File: src/rtl/im_vga_sched.sv
// VGA raster generator and image-select scheduler for the image memory core.
// Image-select changes (CPU or slideshow) are applied only at the frame wrap.
module im_vga_sched #(
   parameter int unsigned CLK_DIV = 4,
   parameter int unsigned ISEL_W  = 8,
   parameter int unsigned H_ACT   = 640,
   parameter int unsigned H_FP    = 16,
   parameter int unsigned H_SYNC  = 96,
   parameter int unsigned H_BP    = 48,
   parameter int unsigned V_ACT   = 480,
   parameter int unsigned V_FP    = 10,
   parameter int unsigned V_SYNC  = 2,
   parameter int unsigned V_BP    = 33
) (
   input  logic              clk,
   input  logic              rst,
   input  logic [ISEL_W-1:0] isel_req,
   input  logic              isel_wr,
   input  logic              auto_en,
   input  logic [7:0]        auto_frames,
   input  logic [ISEL_W-1:0] img_count,
   input  logic [11:0]       im_rgb,
   output logic [9:0]        im_pixel_x,
   output logic [9:0]        im_pixel_y,
   output logic [ISEL_W-1:0] im_isel,
   output logic [11:0]       vga_rgb,
   output logic              vga_hs,
   output logic              vga_vs,
   output logic              frame_start,
   output logic              isel_pend
);

   localparam int unsigned H_TOT  = H_ACT + H_FP + H_SYNC + H_BP;
   localparam int unsigned V_TOT  = V_ACT + V_FP + V_SYNC + V_BP;
   localparam int unsigned HS_BEG = H_ACT + H_FP;
   localparam int unsigned HS_END = HS_BEG + H_SYNC;
   localparam int unsigned VS_BEG = V_ACT + V_FP;
   localparam int unsigned VS_END = VS_BEG + V_SYNC;
   localparam int unsigned DIV_W  = (CLK_DIV > 1) ? $clog2(CLK_DIV) : 1;
   localparam int unsigned IW1    = ISEL_W + 1;

   logic [DIV_W-1:0]  div;
   logic [9:0]        hcnt;
   logic [9:0]        vcnt;
   logic [ISEL_W-1:0] pending;
   logic [7:0]        fcnt;

   logic              tick;
   logic              h_last;
   logic              v_last;
   logic              bnd;
   logic              active;
   logic              hs_n;
   logic              vs_n;
   logic              fr_last;
   logic [IW1-1:0]    isel_inc;
   logic [ISEL_W-1:0] isel_next;

   assign im_pixel_x = hcnt;
   assign im_pixel_y = vcnt;

   // Raster decode from the current (pre-update) counters
   always_comb begin
      tick   = (div == DIV_W'(CLK_DIV - 1));
      h_last = (hcnt == 10'(H_TOT - 1));
      v_last = (vcnt == 10'(V_TOT - 1));
      bnd    = tick && h_last && v_last;
      active = (hcnt < 10'(H_ACT)) && (vcnt < 10'(V_ACT));
      hs_n   = !((hcnt >= 10'(HS_BEG)) && (hcnt < 10'(HS_END)));
      vs_n   = !((vcnt >= 10'(VS_BEG)) && (vcnt < 10'(VS_END)));
   end

   // Slideshow step: frame budget (0 acts as 1) and wrapped next index
   always_comb begin
      fr_last  = (auto_frames == 8'd0) ? (fcnt == 8'd0) : (fcnt == auto_frames - 8'd1);
      isel_inc = {1'b0, im_isel} + IW1'(1);
      if (img_count == '0) begin
         isel_next = isel_inc[ISEL_W-1:0];
      end else if (isel_inc >= {1'b0, img_count}) begin
         isel_next = '0;
      end else begin
         isel_next = isel_inc[ISEL_W-1:0];
      end
   end

   always_ff @(posedge clk or posedge rst) begin
      if (rst) begin
         div         <= '0;
         hcnt        <= '0;
         vcnt        <= '0;
         im_isel     <= '0;
         pending     <= '0;
         isel_pend   <= 1'b0;
         fcnt        <= '0;
         vga_rgb     <= '0;
         vga_hs      <= 1'b1;
         vga_vs      <= 1'b1;
         frame_start <= 1'b0;
      end else begin
         frame_start <= 1'b0;
         div         <= tick ? '0 : div + DIV_W'(1);

         if (tick) begin
            hcnt    <= h_last ? '0 : hcnt + 10'd1;
            if (h_last) vcnt <= v_last ? '0 : vcnt + 10'd1;
            vga_hs  <= hs_n;
            vga_vs  <= vs_n;
            vga_rgb <= active ? im_rgb : 12'd0;
         end

         // Select updates happen only on the frame wrap; CPU beats slideshow
         if (bnd) begin
            frame_start <= 1'b1;
            if (isel_wr) begin
               im_isel   <= isel_req;
               isel_pend <= 1'b0;
               fcnt      <= '0;
            end else if (isel_pend) begin
               im_isel   <= pending;
               isel_pend <= 1'b0;
               fcnt      <= '0;
            end else if (auto_en) begin
               if (fr_last) begin
                  fcnt    <= '0;
                  im_isel <= isel_next;
               end else begin
                  fcnt <= fcnt + 8'd1;
               end
            end
         end else if (isel_wr) begin
            pending   <= isel_req;
            isel_pend <= 1'b1;
         end

         if (!auto_en) fcnt <= '0;
      end
   end

endmodule
File: config.mk
export PLATFORM = sky130hd
export DESIGN_NAME = im_vga_sched
export DESIGN_NICKNAME = d
export VERILOG_FILES = /design/src/rtl/im_vga_sched.sv
export SDC_FILE = /design/constraint.sdc
export NUM_CORES = 1
export LEC_CHECK = 0
export BUFFER_PORTS_ARGS = -buffer_cell sky130_fd_sc_hd__clkbuf_2
export CAP_MARGIN = 40
export CELL_PAD_IN_SITES_DETAIL_PLACEMENT = 1
export CELL_PAD_IN_SITES_GLOBAL_PLACEMENT = 1
export CORE_UTILIZATION = 40
export DETAILED_ROUTE_END_ITERATION = 16
export GPL_TIMING_DRIVEN = 0
export PLACE_DENSITY = 0.86
export SKIP_LAST_GASP = 1
export SLEW_MARGIN = 20
export SYNTH_ARGS = -nofsm -noshare
export SYNTH_HDL_FRONTEND = slang
export SYNTH_SLANG_ARGS = --single-unit
File: constraint.sdc
create_clock -name clk -period 3.1 [get_ports clk]
set_input_delay 0.62 -clock clk [delete_from_list [all_inputs] [get_ports clk]]
set_output_delay 0.62 -clock clk [all_outputs]
set_load 0.01 [all_outputs]
==> results.py, run 1 <==
metrics = {
    "run_status": {
        "status": "completed",
    },
    "timing": {
        "hold_violations": 0,
        "drv_slew": 0,
        "fin_tns_setup_ns": 0,
        "min_period_ns": 2.84,
        "max_freq_ghz": 0.352,
        "finalSetupViolCount": 0,
        "fin_crit_sh": 0.917,
        "grt_setup_unrepaired": "false",
        "relSlewSlack": 0.508,
        "skew_ns": 0.0158,
        "tightest_slew_ns": 0.736,
    },
    "logic_synthesis": {
        "synth-edff-count": 0,
        "ys.flop_type": "dfrtp_1",
        "synth.most_common_cell": "dfrtp_1",
        "ys_top_cells_by_area": "dfrtp_1 (40%), ha_1 (6.0%), nand2_1 (5.2%)",
        "synthTopCellsByCount": "dfrtp_1 (60), nand2_1 (52), inv_1 (50)",
        "yosys_register_bits": 62,
        "synthCells": 415,
        "synthArstFlopShare": 1.00,
        "synth_cell_types": 61,
        "synth.avg_cell_area_sq_um": 9.01,
        "synth_top_area_share": 0.401,
        "seq_area_frac_synth": 0.415,
        "syn-num-nets": 473,
        "synth_top_area_cell": "dfrtp_1",
        "synth_area_sq_mm": 0.00374,
        "ys_warn_count": 0,
    },
    "critical_path": {
        "start_kind": "flop",
        "critPathLaunch": "im_isel[0]",
        "end_kind": "flop",
        "cp_data_required_time_ns": 3.33,
        "cp_max_fo": 8,
        "critical_path_class": "flop to flop",
        "worstPathArrival_ns": 3.07,
        "rr_startpoint": "im_isel[0]",
    },
    "floorplanning": {
        "initial_core_util": 0.421,
        "rows": 34,
        "fp.dieH_um": 98.7,
        "die-area_sq_mm": 0.00974,
        "ios": 84,
        "core_area_sq_mm": 0.00889,
        "die_x_um": 98.7,
    },
    "drt": {
        "via_per_inst": 5.60,
        "finalWirelength_mm": 10.4,
        "drcViolationCount": 0,
        "wl_per_cell_um": 16.7,
        "dr_total_vias": 3486,
        "ant_nets": 0,
        "drt_pre_antenna_iters": 4,
        "drt_iter0_drc": 109,
    },
    "clocking": {
        "cts_root_buf": "clkbuf_8",
        "cts_setup_buffers": 0,
        "cts_htree_levels": 3,
        "cts.reportedPaths.clkPinSlew_ns": 0.08,
        "cts_tree": "done",
        "cts.path.max_buffers": 2,
        "cts.sinks": 62,
        "clk_latency_ns": 0.36,
        "cts_buffers": 9,
    },
    "flow_run": {
        "maxCapViolCount": 0,
    },
    "place": {
        "port_buffers": 83,
        "place.gp.congestion": 0.831,
        "dp_hpwl_mm": 7.96,
        "place_area_sq_mm": 0.00432,
    },
    "final_layout": {
        "final_cell_area_sq_mm": 0.00453,
        "area_growth_pct": 21.0,
        "fillCellCount": 1106,
        "drive_above_1_share": 0.243,
        "register_area_sq_mm": 0.00155,
        "nNetsFinal": 567,
        "multi_input_area_sq_mm": 0.00194,
        "antenna_cells": 0,
    },
    "global_routing": {
        "grt_max_degree": 53,
        "first_global_vias": 3561,
        "track_usage": 0.231,
        "overflow": 0,
        "antenna_found_initial": 0,
        "grt_first_pass_wirelength_mm": 17.7,
    },
    "pwr": {
        "ir_drop_v": 0.000175,
        "power.density_mw_per_mm2": 382,
        "p_leak_uw": 0.00219,
    },
    "min_path": {
        "hold_class": "primary input to asynchronous set/reset pin",
    },
}
path summary, 6_finish.rpt:
path	depth (start not counted)	to	slack, ns
setup / recovery	10	im_isel[7]	0.26
hold / removal	2	im_pixel_x[3]	0.16
setup reg to reg	10	im_isel[7]	0.26
hold reg to reg	1	div[0]	0.44
max in group asynchronous	3	vga_vs	2.40
min in group clk	1	div[0]	0.44
routing by layer:
layer,routed length (um),vias up,GRT usage
met1,4460,1758,0.287
met2,5400,75,0.407
met3,329,18,0.0369
li1,-,1635,-
met4,194,0,0.0804
met5,0,-,0
per-stage QoR:
step | instances | utilization | total power, uW | setup WS [ns] | hold WS, ns
floorplan | 415 | - | 926 | 0.604 | 0.403
global placement | 606 | 0.483 | 981 | 0.170 | 0.416
detailed placement | 607 | 0.486 | 996 | 0.136 | 0.423
CTS | 623 | 0.509 | 1740 | 0.104 | 0.157
global route | 622 | 0.509 | 1800 | 0.0346 | 0.165
finish | 622 | 0.509 | 1730 | 0.257 | 0.164
what timing repair did:
item | 4_1_cts | 5_1_grt
hold buffers | 0 | 0
setup endpoints to repair | 0 | 8
gates resized for setup | 0 | 1
sequential cells by signal (all words and copies together), names as in the netlist:
name / flops
vga_rgb: 12
im_pixel_x: 10
im_pixel_y: 10
fcnt: 8
im_isel: 8
pending: 8
div: 2
frame_start: 1
isel_pend: 1
vga_hs: 1
vga_vs: 1
cell type report:
class	count	share of cell area
clock buffer	10	0.0304
buffer	11	0.0113
sequential	62	0.343
inverter	51	0.0431
tap	108	0.0298
clock inverter	6	0.0152
timing repair buffer	84	0.0978
multi-input combinational	290	0.429
power by group:
part           switching [uW]  internal [uW]  leakage, uW
logic                    83.7           60.3      0.00133
registers                10.1            826     0.000754
clock network             351            397     0.000103
cell usage in the layout (no fill, tap or decap), types with 3 or more instances in the layout:
cell type and instances:
o211ai_1 3, clkbuf_1 8, xnor2_1 17, and3_1 3
a21oi_1 9, xor2_1 9, nand3_1 17, o21ai_0 35
nand2_1 52, mux2_2 5, ha_1 18, clkbuf_8 10
nor2b_1 5, nor4_1 3, clkbuf_2 84, o2bb2ai_1 6
a31oi_1 4, a221o_1 5, o21ai_1 3, dfrtp_1 60
inv_1 49, nor4b_1 3, nand4_1 8, nor3_1 14
nor2_1 21, nand2b_1 3, a221oi_1 5, or3_1 5
worst max-delay path, cell delays in order, from the launching register on:
cell,delay [ns]
dfrtp_1,0.48
ha_1,0.38
nand2_1,0.11
nor2_1,0.14
xnor2_1,0.12
ha_1,0.32
nand3_1,0.10
nor4b_1,0.37
o21bai_2,0.20
a221o_1,0.37
o2bb2ai_1,0.13
logic make-up after synthesis:
logic type	synth area share
AO/OA/AOI/OAI	0.164
XOR/XNOR	0.0609
adder cells (fa/ha/maj)	0.0602
buffers and inverters	0.0662
flip-flops	0.415
multiplexers	0.0204
AND/OR/NAND/NOR	0.213
Power figures use the tool's default switching activity.
==> inputs of run 2 (changes only) <==
--- a/config.mk
+++ b/config.mk
@@ -10,6 +10,7 @@
 export CELL_PAD_IN_SITES_DETAIL_PLACEMENT = 1
 export CELL_PAD_IN_SITES_GLOBAL_PLACEMENT = 1
 export CORE_UTILIZATION = 40
+export CTS_BUF_LIST = sky130_fd_sc_hd__clkbuf_16
 export DETAILED_ROUTE_END_ITERATION = 16
 export GPL_TIMING_DRIVEN = 0
 export PLACE_DENSITY = 0.86
==> results.py, run 2 (synthesized netlist as in run 1, its figures left out) <==
metrics = {
    "run_status": {
        "status": "completed",
    },
    "floorplanning": {
        "core_area_sq_mm": 0.00889,
        "die-area_sq_mm": 0.00974,
        "initial_core_util": 0.421,
        "die_x_um": 98.7,
        "rows": 34,
        "fp.dieH_um": 98.7,
        "ios": 84,
    },
    "final_layout": {
        "area_growth_pct": 23.5,
        "final_cell_mix": "clkbuf_2 (84), dfrtp_1 (60), nand2_1 (52), inv_1 (49), o21ai_0 (35)",
        "final_common_cell": "clkbuf_2",
        "largest-register": "vga_rgb",
        "drive_above_1_share": 0.241,
        "nNetsFinal": 567,
        "stdcell_count": 622,
        "fillCellCount": 1093,
        "final_cell_area_sq_mm": 0.00462,
        "largest_reg_flops": 12,
        "antenna_cells": 0,
    },
    "global_routing": {
        "grt_max_degree": 53,
        "overflow": 0,
        "antenna_found_initial": 0,
        "first_global_vias": 3675,
        "grt_first_pass_wirelength_mm": 18.5,
        "track_usage": 0.243,
    },
    "timing": {
        "skew_ns": 0.00978,
        "relSlewSlack": 0.505,
        "fin_tns_setup_ns": 0,
        "finalSetupViolCount": 0,
        "tightest_slew_ns": 0.741,
        "whs_ns": 0.193,
        "fin_crit_sh": 0.905,
        "fin_ws_ns": 0.293,
        "min_period_ns": 2.81,
        "max_freq_ghz": 0.356,
        "hold_violations": 0,
        "grt_setup_unrepaired": "false",
        "drv_slew": 0,
    },
    "critical_path": {
        "critPathMaxStageDelay_ns": 0.47,
        "worstPathArrival_ns": 3.01,
        "crit_chain": "ha_1 > nand2_1 > nor2_1 > xnor2_1 > ha_1 > nand3_1 > nor4b_1 > o21bai_2 > a221o_1 > o2bb2ai_1",
        "rr_startpoint": "im_isel[0]",
        "cp_max_fo": 8,
        "critical_path_class": "flop to flop",
        "critPathLaunch": "im_isel[0]",
        "crit_buf_inv": 0,
        "worstSetupEndpoint": "im_isel[7]",
        "cp.depth": 10,
        "path_delay_family": "simple AND/OR/NAND/NOR gates",
        "worstRegToRegCells": 10,
        "crit_slowest_cell": "dfrtp_1",
        "reg2reg_slack_ns": 0.29,
        "cpMostUsedCell": "ha_1",
        "end_kind": "flop",
        "cp_data_required_time_ns": 3.30,
        "r2r-end": "im_isel[7]",
        "start_kind": "flop",
    },
    "pwr": {
        "p_leak_uw": 0.00223,
        "ir_drop_v": 0.000223,
        "power.density_mw_per_mm2": 431,
    },
    "drt": {
        "finalWirelength_mm": 11.0,
        "drcViolationCount": 0,
        "drt_pre_antenna_iters": 4,
        "dr_total_vias": 3526,
        "wl_per_cell_um": 17.7,
        "drt_iter0_drc": 141,
        "ant_nets": 0,
        "via_per_inst": 5.67,
    },
    "place": {
        "place_area_sq_mm": 0.00432,
        "pre_cts_ws_ns": 0.136,
        "dp_hpwl_mm": 7.96,
        "port_buffers": 83,
        "dp.cells": 607,
        "place.gp.congestion": 0.831,
    },
    "clocking": {
        "cts_setup_buffers": 0,
        "cts.sinks": 62,
        "clk_latency_ns": 0.33,
        "cts_root_buf": "clkbuf_16",
        "cts.reportedPaths.clkPinSlew_ns": 0.06,
        "cts_buffers": 9,
        "cts_htree_levels": 3,
        "hold_buffers": 0,
        "cts_tree": "done",
        "cts.path.max_buffers": 2,
    },
    "min_path": {
        "hold_class": "primary input to asynchronous set/reset pin",
    },
    "flow_run": {
        "maxCapViolCount": 0,
    },
}
[run 2: changes by cell type in the layout (fill, tap and decap cells not counted)]
cell and delta:
clkbuf_16 +9, clkbuf_8 -10, clkinv_1 +1
[run 2: per-stage QoR]
stage	total power, uW	utilization
floorplan	926	-
global placement	981	0.483
detailed placement	996	0.486
CTS	2010	0.520
global route	2060	0.520
finish	1990	0.520
[run 2: timing repair]
action                                  in CTS  in global routing
gates resized for setup                      0                  1
endpoints found under the setup margin       0                  8
hold endpoints to repair                     0                  0
[run 2: how the worst min path moves through the flow]
stage | startpoint | end | slack [ns] | depth (start not counted)
global route | rst | im_pixel_x[6] | 0.20 | 2
finish | rst | im_pixel_x[6] | 0.19 | 2
global placement | div[0] | div[0] | 0.42 | 1
floorplan | div[0] | div[0] | 0.40 | 1
detailed placement | div[0] | div[0] | 0.42 | 1
CTS | rst | im_pixel_x[6] | 0.18 | 2
[run 2: cell type report]
class	count	area (sq um)	area share
Clock buffer	9	225	0.0488
Clock inverter	7	72.6	0.0157
Tap cell	108	135	0.0293
Multi-Input combinational cell	290	1940	0.421
Buffer	11	51.3	0.0111
Timing Repair Buffer	84	443	0.0959
Inverter	51	195	0.0423
Sequential cell	62	1550	0.336
[run 2: where the power goes]
| group | switching, uW | internal, uW | leakage [uW] | total (uW) |
|---|---|---|---|---|
| Sequential | 10.2 | 828 | 0.000754 | 838 |
| Clock | 382 | 623 | 0.000143 | 1010 |
| Combinational | 86.7 | 60.3 | 0.00133 | 147 |
| Total | 479 | 1510 | 0.00223 | 1990 |
[run 2: layer usage]
layer | vias to the layer above | GRT usage | share of wire
met1 | 1775 | 0.287 | 0.42
met4 | 0 | 0.111 | 0.032
li1 | 1644 | - | -
met3 | 27 | 0.0397 | 0.026
met5 | - | 0 | 0
met2 | 80 | 0.433 | 0.52
==> inputs of run 3 (changes only) <==
--- a/config.mk
+++ b/config.mk
@@ -5,15 +5,16 @@
 export SDC_FILE = /design/constraint.sdc
 export NUM_CORES = 1
 export LEC_CHECK = 0
+export ABC_AREA = 1
 export BUFFER_PORTS_ARGS = -buffer_cell sky130_fd_sc_hd__clkbuf_2
 export CAP_MARGIN = 40
 export CELL_PAD_IN_SITES_DETAIL_PLACEMENT = 1
 export CELL_PAD_IN_SITES_GLOBAL_PLACEMENT = 1
-export CORE_UTILIZATION = 40
+export CORE_UTILIZATION = 39
 export CTS_BUF_LIST = sky130_fd_sc_hd__clkbuf_16
 export DETAILED_ROUTE_END_ITERATION = 16
 export GPL_TIMING_DRIVEN = 0
-export PLACE_DENSITY = 0.86
+export PLACE_DENSITY = 0.87
 export SKIP_LAST_GASP = 1
 export SLEW_MARGIN = 20
 export SYNTH_ARGS = -nofsm -noshare
==> results.py, run 3 <==
metrics = {
    "floorplanning": {
        "die_x_um": 101,
        "fp.dieH_um": 101,
        "initial_core_util": 0.408,
        "rows": 35,
        "ios": 84,
        "die-area_sq_mm": 0.0102,
        "core_area_sq_mm": 0.00937,
    },
    "drt": {
        "wl_met3_um": 551,
        "ant_nets": 0,
        "routed-wl-met2_mm": 5.63,
        "m1WireLength_mm": 4.80,
        "via_per_inst": 5.05,
        "drt_pre_antenna_iters": 4,
        "maxUsedRoutingLayer": "met4",
        "drt_iter0_drc": 109,
        "drcViolationCount": 0,
        "finalWirelength_mm": 11.1,
        "wl_per_cell_um": 14.8,
        "dr_total_vias": 3797,
    },
    "final_layout": {
        "largest_reg_flops": 12,
        "drive_above_1_share": 0.191,
        "antenna_cells": 0,
        "fillCellCount": 1259,
        "final_common_cell": "nand2_1",
        "utilization": 0.506,
        "largest-register": "vga_rgb",
        "final_cell_area_sq_mm": 0.00474,
        "register_area_sq_mm": 0.00156,
        "area_growth_pct": 24.0,
        "nNetsFinal": 676,
        "final_cell_mix": "nand2_1 (144), clkbuf_2 (83), inv_1 (74), dfrtp_1 (59), nor2_1 (48)",
        "multi_input_area_sq_mm": 0.00194,
    },
    "critical_path": {
        "cpMostUsedCell": "nand2_1",
        "critPathMaxStageDelay_ns": 0.42,
        "crit_chain": "ha_1 > nand2_1 > nor2_2 > nand3_1 > xor2_2 > inv_1 > ha_1 > a21o_1 > nand3_1 > nand2_1 > nor2_1 > nand3_1 > nand2_2 > nand2_1 > nand2_1 > nand2_1 > o21ai_0",
        "cp_max_fo": 8,
        "crit_slowest_cell": "dfrtp_2",
        "cp_data_required_time_ns": 3.35,
        "worstRegToRegCells": 17,
        "end_kind": "flop",
        "critical_path_class": "flop to flop",
        "worstPathArrival_ns": 3.05,
        "rr_startpoint": "im_isel[0]",
        "critPathLaunch": "im_isel[0]",
        "start_kind": "flop",
        "worstSetupEndpoint": "im_isel[3]",
        "r2r-end": "im_isel[3]",
        "reg2reg_slack_ns": 0.29,
    },
    "logic_synthesis": {
        "synth_cell_types": 37,
        "synth_area_sq_mm": 0.00382,
        "synth-edff-count": 0,
        "synth_top_family_by_area": "simple AND/OR/NAND/NOR gates",
        "synth_top_area_cell": "dfrtp_1",
        "ys_warn_count": 0,
        "synth_top_area_share": 0.393,
        "synth.avg_cell_area_sq_um": 7.31,
        "ys_top_cells_by_area": "dfrtp_1 (39%), nand2_1 (14%), inv_1 (7.2%)",
        "synth.most_common_cell": "nand2_1",
        "synthArstFlopShare": 1.00,
        "yosys_register_bits": 62,
        "synth-xor-area-share": 0.0435,
        "syn-num-nets": 581,
        "synth_mux_area_frac": 0,
        "synthCells": 523,
        "yosys.area_share.simple": 0.300,
        "seq_area_frac_synth": 0.406,
        "synthTopCellsByCount": "nand2_1 (145), inv_1 (73), dfrtp_1 (60)",
        "ys.flop_type": "dfrtp_1",
        "synth_compound_gate_area_share": 0.103,
        "synth_adder_area_share": 0.0589,
    },
    "timing": {
        "fin_crit_sh": 0.905,
        "grt_setup_unrepaired": "false",
        "drv_slew": 0,
        "fin_ws_ns": 0.294,
        "skew_ns": 0.00861,
        "hold_violations": 0,
        "max_freq_ghz": 0.356,
        "finalSetupViolCount": 0,
        "min_period_ns": 2.81,
        "fin_tns_setup_ns": 0,
        "tightest_slew_ns": 0.500,
        "relSlewSlack": 0.664,
    },
    "run_status": {
        "status": "completed",
    },
    "clocking": {
        "cts_setup_buffers": 0,
        "cts_htree_levels": 3,
        "cts_tree": "done",
        "cts_root_buf": "clkbuf_16",
        "hold_buffers": 0,
        "cts.sinks": 62,
        "cts_buffers": 9,
        "clk_latency_ns": 0.33,
        "cts.reportedPaths.clkPinSlew_ns": 0.05,
        "cts.path.max_buffers": 2,
    },
    "global_routing": {
        "grt_max_degree": 41,
        "grt_first_pass_wirelength_mm": 18.3,
        "overflow": 0,
        "track_usage": 0.230,
        "antenna_found_initial": 0,
        "first_global_vias": 3944,
    },
    "place": {
        "place_area_sq_mm": 0.00442,
        "dp_hpwl_mm": 8.33,
        "place.gp.congestion": 0.833,
        "pre_cts_ws_ns": 0.154,
        "port_buffers": 83,
    },
    "min_path": {
        "hold_class": "primary input to asynchronous set/reset pin",
    },
    "pwr": {
        "ir_drop_v": 0.000272,
        "power.density_mw_per_mm2": 428,
        "p_leak_uw": 0.00241,
    },
    "flow_run": {
        "maxCapViolCount": 0,
    },
}
## run 3: worst min-delay path by stage
stage,start,to,slack (ns),cells after the start
after floorplan,div[0],div[0],0.40,1
after global placement,div[0],div[0],0.42,1
after detailed placement,div[0],div[0],0.44,1
after CTS,rst,pending[4],0.25,2
after global routing,rst,vga_rgb[5],0.26,2
final,rst,vga_rgb[5],0.23,2
## run 3: routing by layer
metal	global-route usage	up-vias
met1	0.277	1830
met2	0.409	84
met5	0	-
met3	0.0506	17
li1	-	1866
met4	0.0736	0
## run 3: layout make-up
type	count	share of cell area
plain buffers	13	0.0119
clock buffers	9	0.0475
clock inverters	7	0.0172
inverters	75	0.0599
multi-input cells	373	0.410
flip-flops and latches	62	0.328
well taps	129	0.0340
repair buffers	84	0.0918
## run 3: where the power goes
group / leakage, uW / switching (uW) / total (uW) / internal [uW]
logic: 0.00145 / 89.1 / 145 / 56.0
registers: 0.000796 / 11.0 / 839 / 828
clock network: 0.000159 / 355 / 1050 / 691
## run 3: kinds of logic (layout without fill, tap and decap cells)
family                   after synthesis  after routing
AND/OR/NAND/NOR                      261            261
adder cells (fa/ha/maj)               18             18
flip-flops                            62             62
XOR/XNOR                              19             19
buffers and inverters                 88            188
AO/OA/AOI/OAI                         75             75
## run 3: worst max-delay path, delay by kind of cell, from the launching register on
kind / cells / cell delay, ns
and+or+nand+nor: 11 / 1.18
DFF: 1 / 0.42
buffers and inverters: 1 / 0.07
AOI/OAI and AO/OA: 2 / 0.34
xor gates and xnor gates: 1 / 0.19
adders and majority gates: 2 / 0.51
## run 3: stage by stage
step / instances / hold slack [ns] / total power, uW
2_1_floorplan: 523 / 0.403 / 930
3_3_place_gp: 735 / 0.415 / 984
3_5_place_dp: 736 / 0.436 / 997
4_1_cts: 752 / 0.246 / 2040
5_1_grt: 752 / 0.261 / 2090
6_report: 752 / 0.233 / 2030
## run 3: repair_timing
action | CTS | global route
hold endpoints to repair | 0 | 0
resized for setup | 0 | 3
endpoints found under the setup margin | 0 | 8
